==> config.mk <==
export PLATFORM = sky130hd
export DESIGN_NAME = compare_debounce_fsm
export DESIGN_NICKNAME = d
export VERILOG_FILES = /design/src/rtl/compare_debounce_pkg.sv /design/src/rtl/sat_counter.sv /design/src/rtl/compare_debounce_fsm.sv
export SDC_FILE = /design/constraint.sdc
export NUM_CORES = 1
export LEC_CHECK = 0
export CAP_MARGIN = 25
export CORE_ASPECT_RATIO = 1.5
export CORE_MARGIN = 4
export CORE_UTILIZATION = 53
export CTS_CLUSTER_SIZE = 10
export DETAILED_ROUTE_END_ITERATION = 7
export PLACE_DENSITY = 0.89
export SETUP_SLACK_MARGIN = 0.3
export SYNTH_ARGS = -nofsm -noshare
export SYNTH_HDL_FRONTEND = slang
export SYNTH_SLANG_ARGS = --single-unit
==> constraint.sdc <==
create_clock -name clk -period 2.5 [get_ports clk]
set_input_delay 0.5 -clock clk [delete_from_list [all_inputs] [get_ports clk]]
set_output_delay 0.5 -clock clk [all_outputs]
set_load 0.05 [all_outputs]
==> src/rtl/compare_debounce_pkg.sv <==
// ---------------------------------------------------------------------------
// compare_debounce_pkg : state encoding and parameter bounds for the
// comparator debounce stage.          Revision: 1.0
// ---------------------------------------------------------------------------
`default_nettype none

package compare_debounce_pkg;

   typedef enum logic [1:0] {
      LOW     = 2'd0,
      CONF_HI = 2'd1,
      HIGH    = 2'd2,
      CONF_LO = 2'd3
   } state_t;

   localparam int DEBOUNCE_MIN = 1;
   localparam int DEBOUNCE_MAX = 15;

endpackage

`default_nettype wire

==> src/rtl/sat_counter.sv <==
// ---------------------------------------------------------------------------
// sat_counter : width-parameterised event counter, saturates at all-ones,
// synchronous clear has priority over increment.   Revision: 1.0
// ---------------------------------------------------------------------------
`default_nettype none

module sat_counter #(
   parameter int WIDTH = 8
) (
   input  logic             clk,
   input  logic             rst_n,
   input  logic             inc,
   input  logic             clr,
   output logic [WIDTH-1:0] count
);

   logic [WIDTH-1:0] r_count;

   always_ff @(posedge clk or negedge rst_n) begin
      if (!rst_n) begin
         r_count <= '0;
      end else if (clr) begin
         r_count <= '0;
      end else if (inc && (r_count != {WIDTH{1'b1}})) begin
         r_count <= r_count + {{(WIDTH-1){1'b0}}, 1'b1};
      end
   end

   assign count = r_count;

endmodule

`default_nettype wire

==> src/rtl/compare_debounce_fsm.sv <==
// ---------------------------------------------------------------------------
// compare_debounce_fsm : debounced, hysteretic "above threshold" level with
// rise/fall pulses, saturating event counters and illegal-verdict flag.
// Revision: 1.0
// ---------------------------------------------------------------------------
`default_nettype none

module compare_debounce_fsm
   import compare_debounce_pkg::*;
#(
   parameter int DEBOUNCE = 3,
   parameter int RUN_W    = 4,
   parameter int EVT_W    = 8
) (
   input  logic             clk,
   input  logic             rst_n,
   input  logic             in_valid,
   input  logic             eq,
   input  logic             lt,
   input  logic             gt,
   input  logic             clear,
   output logic             above,
   output logic             rise,
   output logic             fall,
   output logic             err,
   output logic [EVT_W-1:0] rise_count,
   output logic [EVT_W-1:0] fall_count,
   output logic [1:0]       state
);

   if ((DEBOUNCE < DEBOUNCE_MIN) || (DEBOUNCE > DEBOUNCE_MAX) ||
       (DEBOUNCE > (2**RUN_W) - 1)) begin : g_bad_debounce
      $error("compare_debounce_fsm: DEBOUNCE out of range");
   end

   localparam logic [RUN_W-1:0] c_run_one  = RUN_W'(1);
   localparam logic [RUN_W-1:0] c_deb_goal = RUN_W'(DEBOUNCE);

   state_t           r_state;
   state_t           w_state_nx;
   logic [RUN_W-1:0] r_run;
   logic [RUN_W-1:0] w_run_nx;
   logic [RUN_W-1:0] w_run_inc;
   logic             r_rise;
   logic             r_fall;
   logic             r_err;
   logic             w_rise_nx;
   logic             w_fall_nx;
   logic             w_legal;
   logic             w_illegal;

   // Exactly one verdict flag high.
   assign w_legal   = in_valid && ((eq ^ lt ^ gt) && !(eq && lt && gt));
   assign w_illegal = in_valid && !w_legal;
   assign w_run_inc = r_run + c_run_one;

   always_ff @(posedge clk or negedge rst_n) begin
      if (!rst_n) begin
         r_state <= LOW;
         r_run   <= '0;
         r_rise  <= 1'b0;
         r_fall  <= 1'b0;
         r_err   <= 1'b0;
      end else begin
         r_state <= w_state_nx;
         r_run   <= w_run_nx;
         r_rise  <= w_rise_nx;
         r_fall  <= w_fall_nx;
         if (w_illegal) begin
            r_err <= 1'b1;
         end else if (clear) begin
            r_err <= 1'b0;
         end
      end
   end

   // eq inside a confirmation holds the run: that is the hysteresis band.
   always_comb begin
      w_state_nx = r_state;
      w_run_nx   = r_run;
      w_rise_nx  = 1'b0;
      w_fall_nx  = 1'b0;
      if (w_legal) begin
         unique case (r_state)
            LOW: begin
               if (gt) begin
                  if (DEBOUNCE == 1) begin
                     w_state_nx = HIGH;
                     w_rise_nx  = 1'b1;
                  end else begin
                     w_state_nx = CONF_HI;
                     w_run_nx   = c_run_one;
                  end
               end
            end
            CONF_HI: begin
               if (gt) begin
                  if (w_run_inc == c_deb_goal) begin
                     w_state_nx = HIGH;
                     w_run_nx   = '0;
                     w_rise_nx  = 1'b1;
                  end else begin
                     w_run_nx   = w_run_inc;
                  end
               end else if (lt) begin
                  w_state_nx = LOW;
                  w_run_nx   = '0;
               end
            end
            HIGH: begin
               if (lt) begin
                  if (DEBOUNCE == 1) begin
                     w_state_nx = LOW;
                     w_fall_nx  = 1'b1;
                  end else begin
                     w_state_nx = CONF_LO;
                     w_run_nx   = c_run_one;
                  end
               end
            end
            CONF_LO: begin
               if (lt) begin
                  if (w_run_inc == c_deb_goal) begin
                     w_state_nx = LOW;
                     w_run_nx   = '0;
                     w_fall_nx  = 1'b1;
                  end else begin
                     w_run_nx   = w_run_inc;
                  end
               end else if (gt) begin
                  w_state_nx = HIGH;
                  w_run_nx   = '0;
               end
            end
         endcase
      end
   end

   // Counters step on the same edge that launches the pulse.
   sat_counter #(.WIDTH(EVT_W)) u_rise_cnt (
      .clk   (clk),
      .rst_n (rst_n),
      .inc   (w_rise_nx),
      .clr   (clear),
      .count (rise_count)
   );

   sat_counter #(.WIDTH(EVT_W)) u_fall_cnt (
      .clk   (clk),
      .rst_n (rst_n),
      .inc   (w_fall_nx),
      .clr   (clear),
      .count (fall_count)
   );

   assign above = (r_state == HIGH) || (r_state == CONF_LO);
   assign rise  = r_rise;
   assign fall  = r_fall;
   assign err   = r_err;
   assign state = r_state;

endmodule

`default_nettype wire

==> results of run 1 <==
## synth_stat cells, types with 2 or more instances
cell,instances
nor3_1,5
a41o_1,2
nand2_1,6
ha_1,5
o41ai_1,2
mux2_1,2
mux2_2,10
o31ai_1,2
nand3_1,9
clkbuf_1,3
nor4b_1,3
and4_1,3
and3_1,3
inv_1,7
and2_1,3
nor2b_1,12
buf_2,3
nor2_1,13
or4_1,2
o2111ai_1,5
a21oi_1,5
nor4_1,7
nand4_1,2
nand2b_1,2
dfrtp_1,25
## final cells by class
class                      instances  area (sq um)
timing repair buffer              44         404.1
clock inverter                     1         5.005
inverter                           7         26.28
clock buffer                       3         41.29
tap                               39         48.80
sequential                        25         626.9
fill                             185         734.5
multi-input combinational        129          1086
## critical path, delay by kind of cell
kind	cells	cell delay [ps]
AO/OA/AOI/OAI	2	610
adder cells (fa/ha/maj)	1	250
buffers and inverters	2	490
AND/OR/NAND/NOR	2	510
## logic make-up (layout without fill, tap and decap cells)
family	after synthesis	count (layout)	synth area share, %
simple gates	79	79	29.00
flops	25	25	37.37
mux	13	13	8.670
compound gates	31	32	16.97
fa+ha+maj	5	5	3.737
buf+inv	15	55	4.260
## registers in the layout, indices dropped and copies added (netlist names)
signal and flops:
u_fall_cnt.count 8, r_run 4, rise 1, fall 1
state 2, err 1, u_rise_cnt.count 8
## what timing repair did
item                       4_1_cts  5_1_grt
gates resized for setup          5       16
setup buffers                    1        1
setup endpoints to repair       18       17
cloned                           0        1
pin swaps                        3        1
## how the worst min path moves through the flow
| stage | from | endpoint | cells after the start |
|---|---|---|---|
| floorplan | rst_n | err | 0 |
| finish | err | err | 1 |
| CTS | err | err | 1 |
| global route | err | err | 1 |
| global placement | err | err | 1 |
| detailed placement | err | err | 1 |
## per-layer routing
metal,track usage [%],share of wire (%),wire length (um)
met5,0,0,0
met4,11.00,4.0,191
met3,3.876,6.9,327
met2,34.83,49,2336
met1,30.70,40,1871
## power groups by stage
stage | registers [mW] | logic (mW) | clock network (mW)
after detailed placement | 0.542 | 0.414 | 0
after floorplan | 0.552 | 0.273 | 0
after global placement | 0.533 | 0.397 | 0
final | 0.542 | 0.453 | 0.259
after CTS | 0.534 | 0.416 | 0.251
after global routing | 0.550 | 0.489 | 0.269
## stage by stage
step | power (mW) | hold slack, ps
floorplan | 0.8249 | 204.4
global placement | 0.9297 | 483.1
detailed placement | 0.9558 | 493.7
CTS | 1.201 | 514.8
global route | 1.308 | 543.0
finish | 1.254 | 514.5
==> impl_metrics.json, run 1 <==
{
  "drt_iter0_drc": 113,
  "antenna_found_initial": 0,
  "start_kind": "primary input",
  "crit_chain": "dlygate4sd2_1 -> ha_4 -> or3b_4 -> a2111oi_4 -> buf_4 -> nand4b_1 -> a21oi_1",
  "holdCritPathClass": "reg -> reg",
  "critPathArrivalTime_ps": 2370,
  "final_cell_mix": "24 x dfrtp_1, 22 x clkdlybuf4s50_1, 16 x buf_4, 13 x nor2_1, 12 x nor2b_1",
  "switching_share_pct": 41.64,
  "leakage_nw": 0.9200,
  "die_h_um": 76.83,
  "grt-ovfl-total": 0,
  "vias": 1609,
  "worst_clock_skew_ps": 3.713,
  "final_cells": 248,
  "r2r_start": "r_run[0]",
  "clkSlewWorstSetupHoldPaths_ps": 100,
  "synthesis.nets": 180,
  "fp-row-count": 24,
  "drive_gt1_share_pct": 25.84,
  "worstPathMaxFanout": 4,
  "yosysWarnings": 0,
  "cts_tree": "yes",
  "grt_util_all_layers_pct": 22.97,
  "hold_violations": 0,
  "clock_tree.buffer_depth": 2,
  "synth_area_leader_cell": "dfrtp_1",
  "synth_area_sq_mm": 0.001674,
  "slowest_stage": "a2111oi_4",
  "io_buffers": 28,
  "htreeDepth": 1,
  "min_period_ps": 2154,
  "p_sw_mw": 0.5220,
  "cts_sinks": 25,
  "endpoint": "u_rise_cnt.count[0]",
  "num_io_pins": 29,
  "clock.fmax_mhz": 464.2,
  "place_ws_ps": -186.2,
  "first_pass_iters": 5,
  "netlist_instances": 168,
  "synth_ff_type": "dfrtp_1",
  "min_period_over_period_pct": 86.16,
  "die_area_sq_mm": 0.004140,
  "regToRegEndpoint": "u_rise_cnt.count[2]",
  "final_area_sq_mm": 0.002238,
  "fin_ws_ps": 345.9,
  "place_inst": 241,
  "reg2reg_depth": 7,
  "drc": 0,
  "via_per_inst": 6.488,
  "setup_viol": 0,
  "internal_power_mw": 0.7318,
  "power_density_mw_per_mm2": 560.1,
  "p_comb_share_pct": 36.1,
  "r2r_slack_ps": 390,
  "synthDistinctLibCells": 52,
  "final_nets": 222,
  "grt_max_degree": 27,
  "start_util_pct": 56.31,
  "worst_skew_pair.late_latency_ps": 280,
  "placed_area_sq_mm": 0.002063,
  "required_ps": 2710,
  "cap_violations": 0,
  "status": "completed",
  "synthArstFlopShare_pct": 100.0,
  "yosys-top-cells-area": "dfrtp_1 37%, mux2_2 6.7%, nor2b_1 4.5%, ha_1 3.7%, nor2_1 2.9%",
  "vdd_drop_max_uv": 678.4,
  "antenna_cells": 0,
  "syn_to_final_growth_pct": 33.71,
  "cts_made_buffers": 3,
  "die_w_um": 53.89,
  "ys_ff_latch": 25,
  "fin_util_pct": 75.29,
  "synth_top_area_share_pct": 37.37,
  "seq_area_frac_synth_pct": 37.37,
  "post_drt_wl_per_cell_um": 19.06,
  "finalWirelength_um": 4727,
  "fin_setup_tns_ps": 0,
  "crit_path_start": "lt",
  "clkPwrFrac_pct": 20.7,
  "grt_pass1_wl_um": 7320,
  "grt_pass1_vias": 1595,
  "pwr-share-seq_pct": 43.2,
  "cts-root-buf": "clkbuf_8",
  "slowest_delay_ps": 450,
  "slew_headroom_pct": 60.11,
  "critPathKind": "in -> reg",
  "syn_area_per_cell_sq_um": 9.965,
  "synth_edf_count": 0,
  "detailed_place_hpwl_um": 3019,
  "core-area_sq_mm": 0.002973,
  "rsz0062_at_grt": "false",
  "layout_commonest_cell": "dfrtp_1",
  "place.gp.congestion": 0.8604,
  "critPathCaptureType": "register",
  "drtAntennaViolNets": 0,
  "cts_hold_buf": 0,
  "drv_slew": 0,
  "worst_pin_slew_ps": 596.5
}
(Power assumes the default switching activity.)
==> inputs of run 2 (changes only) <==
--- a/config.mk
+++ b/config.mk
@@ -5,13 +5,14 @@
 export SDC_FILE = /design/constraint.sdc
 export NUM_CORES = 1
 export LEC_CHECK = 0
-export CAP_MARGIN = 25
+export CAP_MARGIN = 20
 export CORE_ASPECT_RATIO = 1.5
 export CORE_MARGIN = 4
-export CORE_UTILIZATION = 53
+export CORE_UTILIZATION = 57
+export CTS_CLUSTER_DIAMETER = 60
 export CTS_CLUSTER_SIZE = 10
 export DETAILED_ROUTE_END_ITERATION = 7
-export PLACE_DENSITY = 0.89
+export PLACE_DENSITY = 0.94
 export SETUP_SLACK_MARGIN = 0.3
 export SYNTH_ARGS = -nofsm -noshare
 export SYNTH_HDL_FRONTEND = slang
==> constraint.sdc (replaced) <==
create_clock -name clk -period 2.6 [get_ports clk]
set_input_delay 0.52 -clock clk [delete_from_list [all_inputs] [get_ports clk]]
set_output_delay 0.52 -clock clk [all_outputs]
set_load 0.05 [all_outputs]
==> run 2 against run 1 <==
- combinational power fell by 8.8%
- die area is 6.1% lower
- setup slack improved by 42 ps
- largest cell class unchanged
- non-clock buffer count fell by 4
- register-to-register slack about the same
- via count fell by 3.4%
- power is 7.2% lower
==> impl_metrics.json, run 2 (synthesized netlist as in run 1, its figures left out) <==
{
  "status": "completed",
  "critPathCaptureType": "register",
  "required_ps": 2760,
  "via_per_inst": 6.448,
  "syn_to_final_growth_pct": 26.38,
  "grt_pass1_wl_um": 7210,
  "vdd_drop_max_uv": 525.9,
  "power_density_mw_per_mm2": 549.7,
  "postCtsSetupRepairBufs": 0,
  "pwr-share-seq_pct": 44.2,
  "grt_max_degree": 26,
  "start_util_pct": 61.24,
  "io_buffers": 28,
  "internal_power_mw": 0.7038,
  "multi_input_area_sq_um": 999.7,
  "worst_skew_pair.late_latency_ps": 270,
  "critPathTopFamily": "simple AND/OR/NAND/NOR gates",
  "p_comb_share_pct": 35.5,
  "cts_tree": "yes",
  "drt_iter0_drc": 78,
  "cts-root-buf": "clkbuf_8",
  "rsz0062_at_grt": "false",
  "htreeDepth": 1,
  "place_inst": 237,
  "setup_viol": 0,
  "drtAntennaViolNets": 0,
  "die_area_sq_mm": 0.003886,
  "slew_headroom_pct": 47.87,
  "final_nets": 217,
  "cts_made_buffers": 3,
  "grt-ovfl-total": 0,
  "holdCritPathClass": "reg -> reg",
  "detailed_place_hpwl_um": 3151,
  "antenna_found_initial": 0,
  "die_w_um": 52.25,
  "slowest_stage": "dfrtp_1",
  "post_drt_wl_per_cell_um": 18.22,
  "cap_violations": 0,
  "min_period_over_period_pct": 85.08,
  "clock.fmax_mhz": 452.1,
  "critPathArrivalTime_ps": 2380,
  "regArea_sq_um": 625.6,
  "final_cell_mix": "25 x dfrtp_1, 24 x clkdlybuf4s50_1, 13 x nor2_1, 12 x nor2b_1, 12 x buf_4",
  "vias": 1554,
  "fin_util_pct": 77.39,
  "drive_gt1_share_pct": 19.12,
  "num_io_pins": 29,
  "drc": 0,
  "switching_share_pct": 39.49,
  "hold_violations": 0,
  "clkSlewWorstSetupHoldPaths_ps": 90,
  "grt_util_all_layers_pct": 24.66,
  "antenna_cells": 0,
  "worst_pin_slew_ps": 779.6,
  "clock_tree.buffer_depth": 2,
  "num-fill-cells": 177,
  "critPathKind": "reg -> reg",
  "slowest_delay_ps": 470,
  "finalWirelength_um": 4391,
  "core-area_sq_mm": 0.002734,
  "die_h_um": 74.38,
  "first_pass_iters": 5,
  "leakage_nw": 0.8649,
  "grt_pass1_vias": 1585,
  "layout_commonest_cell": "dfrtp_1",
  "final_cells": 241,
  "p_sw_mw": 0.4593,
  "cp_num_buf_inv": 0,
  "place.gp.congestion": 0.8618,
  "clkPwrFrac_pct": 20.3,
  "fp-row-count": 23,
  "worstPathMaxFanout": 18,
  "worst_clock_skew_ps": 2.575,
  "start_kind": "register",
  "cts_sinks": 25,
  "crit_chain": "ha_1 -> and3_4 -> a31oi_4 -> nor4_1 -> mux2_2",
  "min_period_ps": 2212,
  "drv_slew": 0
}
[run 2: per-stage QoR]
stage	total power, mW	setup WS [ps]	hold WS, ps	cell area (sq um)	TNS [ps]
after floorplan	0.7932	402.8	224.4	1674	0
after global placement	0.8931	-81.28	486.2	2046	-481.9
after detailed placement	0.9189	-163.2	493.5	2046	-1551
after CTS	1.157	343.6	511.7	2105	0
after global routing	1.215	301.3	535.9	2116	0
final	1.163	387.9	511.4	2116	0
[run 2: cell type report]
class,instances,share of cell area (%)
Sequential cell,25,29.57
Inverter,7,1.242
Tap cell,37,2.188
Clock buffer,4,2.129
Multi-Input combinational cell,128,47.25
Timing Repair Buffer,40,17.62
[run 2: path summary, 6_finish.rpt]
kind	from	end	slack (ps)	cells past startpoint
min	err	err	510	1
min in group asynchronous	rst_n	u_rise_cnt.count[5]	600	2
max in group asynchronous	rst_n	u_fall_cnt.count[0]	1760	2
min reg2reg	err	err	510	1
max	r_run[0]	u_fall_cnt.count[7]	390	5
max reg2reg	r_run[0]	u_fall_cnt.count[7]	390	5
[run 2: what timing repair did]
action                                  4_1_cts  5_1_grt
hold buffers                                  0        0
endpoints found under the setup margin       15        8
pin swaps                                     3        0
gates resized for setup                       4        3
[run 2: per-layer routing]
metal | vias to the layer above | track usage [%] | share of wire [%]
li1 | 709 | - | -
met1 | 733 | 27.47 | 36
met2 | 86 | 46.01 | 55
met3 | 26 | 2.204 | 5.4
met4 | 0 | 11.93 | 4.3
met5 | - | 0 | 0
[run 2: power by group through the flow]
stage	clock network, mW	registers, mW	logic, mW
6_report	0.236	0.514	0.413
5_1_grt	0.249	0.522	0.444
4_1_cts	0.235	0.510	0.411
3_5_place_dp	0	0.516	0.403
3_3_place_gp	0	0.511	0.382
2_1_floorplan	0	0.531	0.262
[run 2: worst reg2reg max path, stage by stage, from the launching register on]
cell	delay [ps]
dfrtp_1	470
ha_1	350
and3_4	260
a31oi_4	210
nor4_1	420
mux2_2	380
==> inputs of run 3 (changes only) <==
--- a/config.mk
+++ b/config.mk
@@ -9,7 +9,7 @@
 export CORE_ASPECT_RATIO = 1.5
 export CORE_MARGIN = 4
 export CORE_UTILIZATION = 57
-export CTS_CLUSTER_DIAMETER = 60
+export CTS_CLUSTER_DIAMETER = 40
 export CTS_CLUSTER_SIZE = 10
 export DETAILED_ROUTE_END_ITERATION = 7
 export PLACE_DENSITY = 0.94
==> results of run 3 <==
No change in the layout: final DEF, timing and power equal those of run 2.
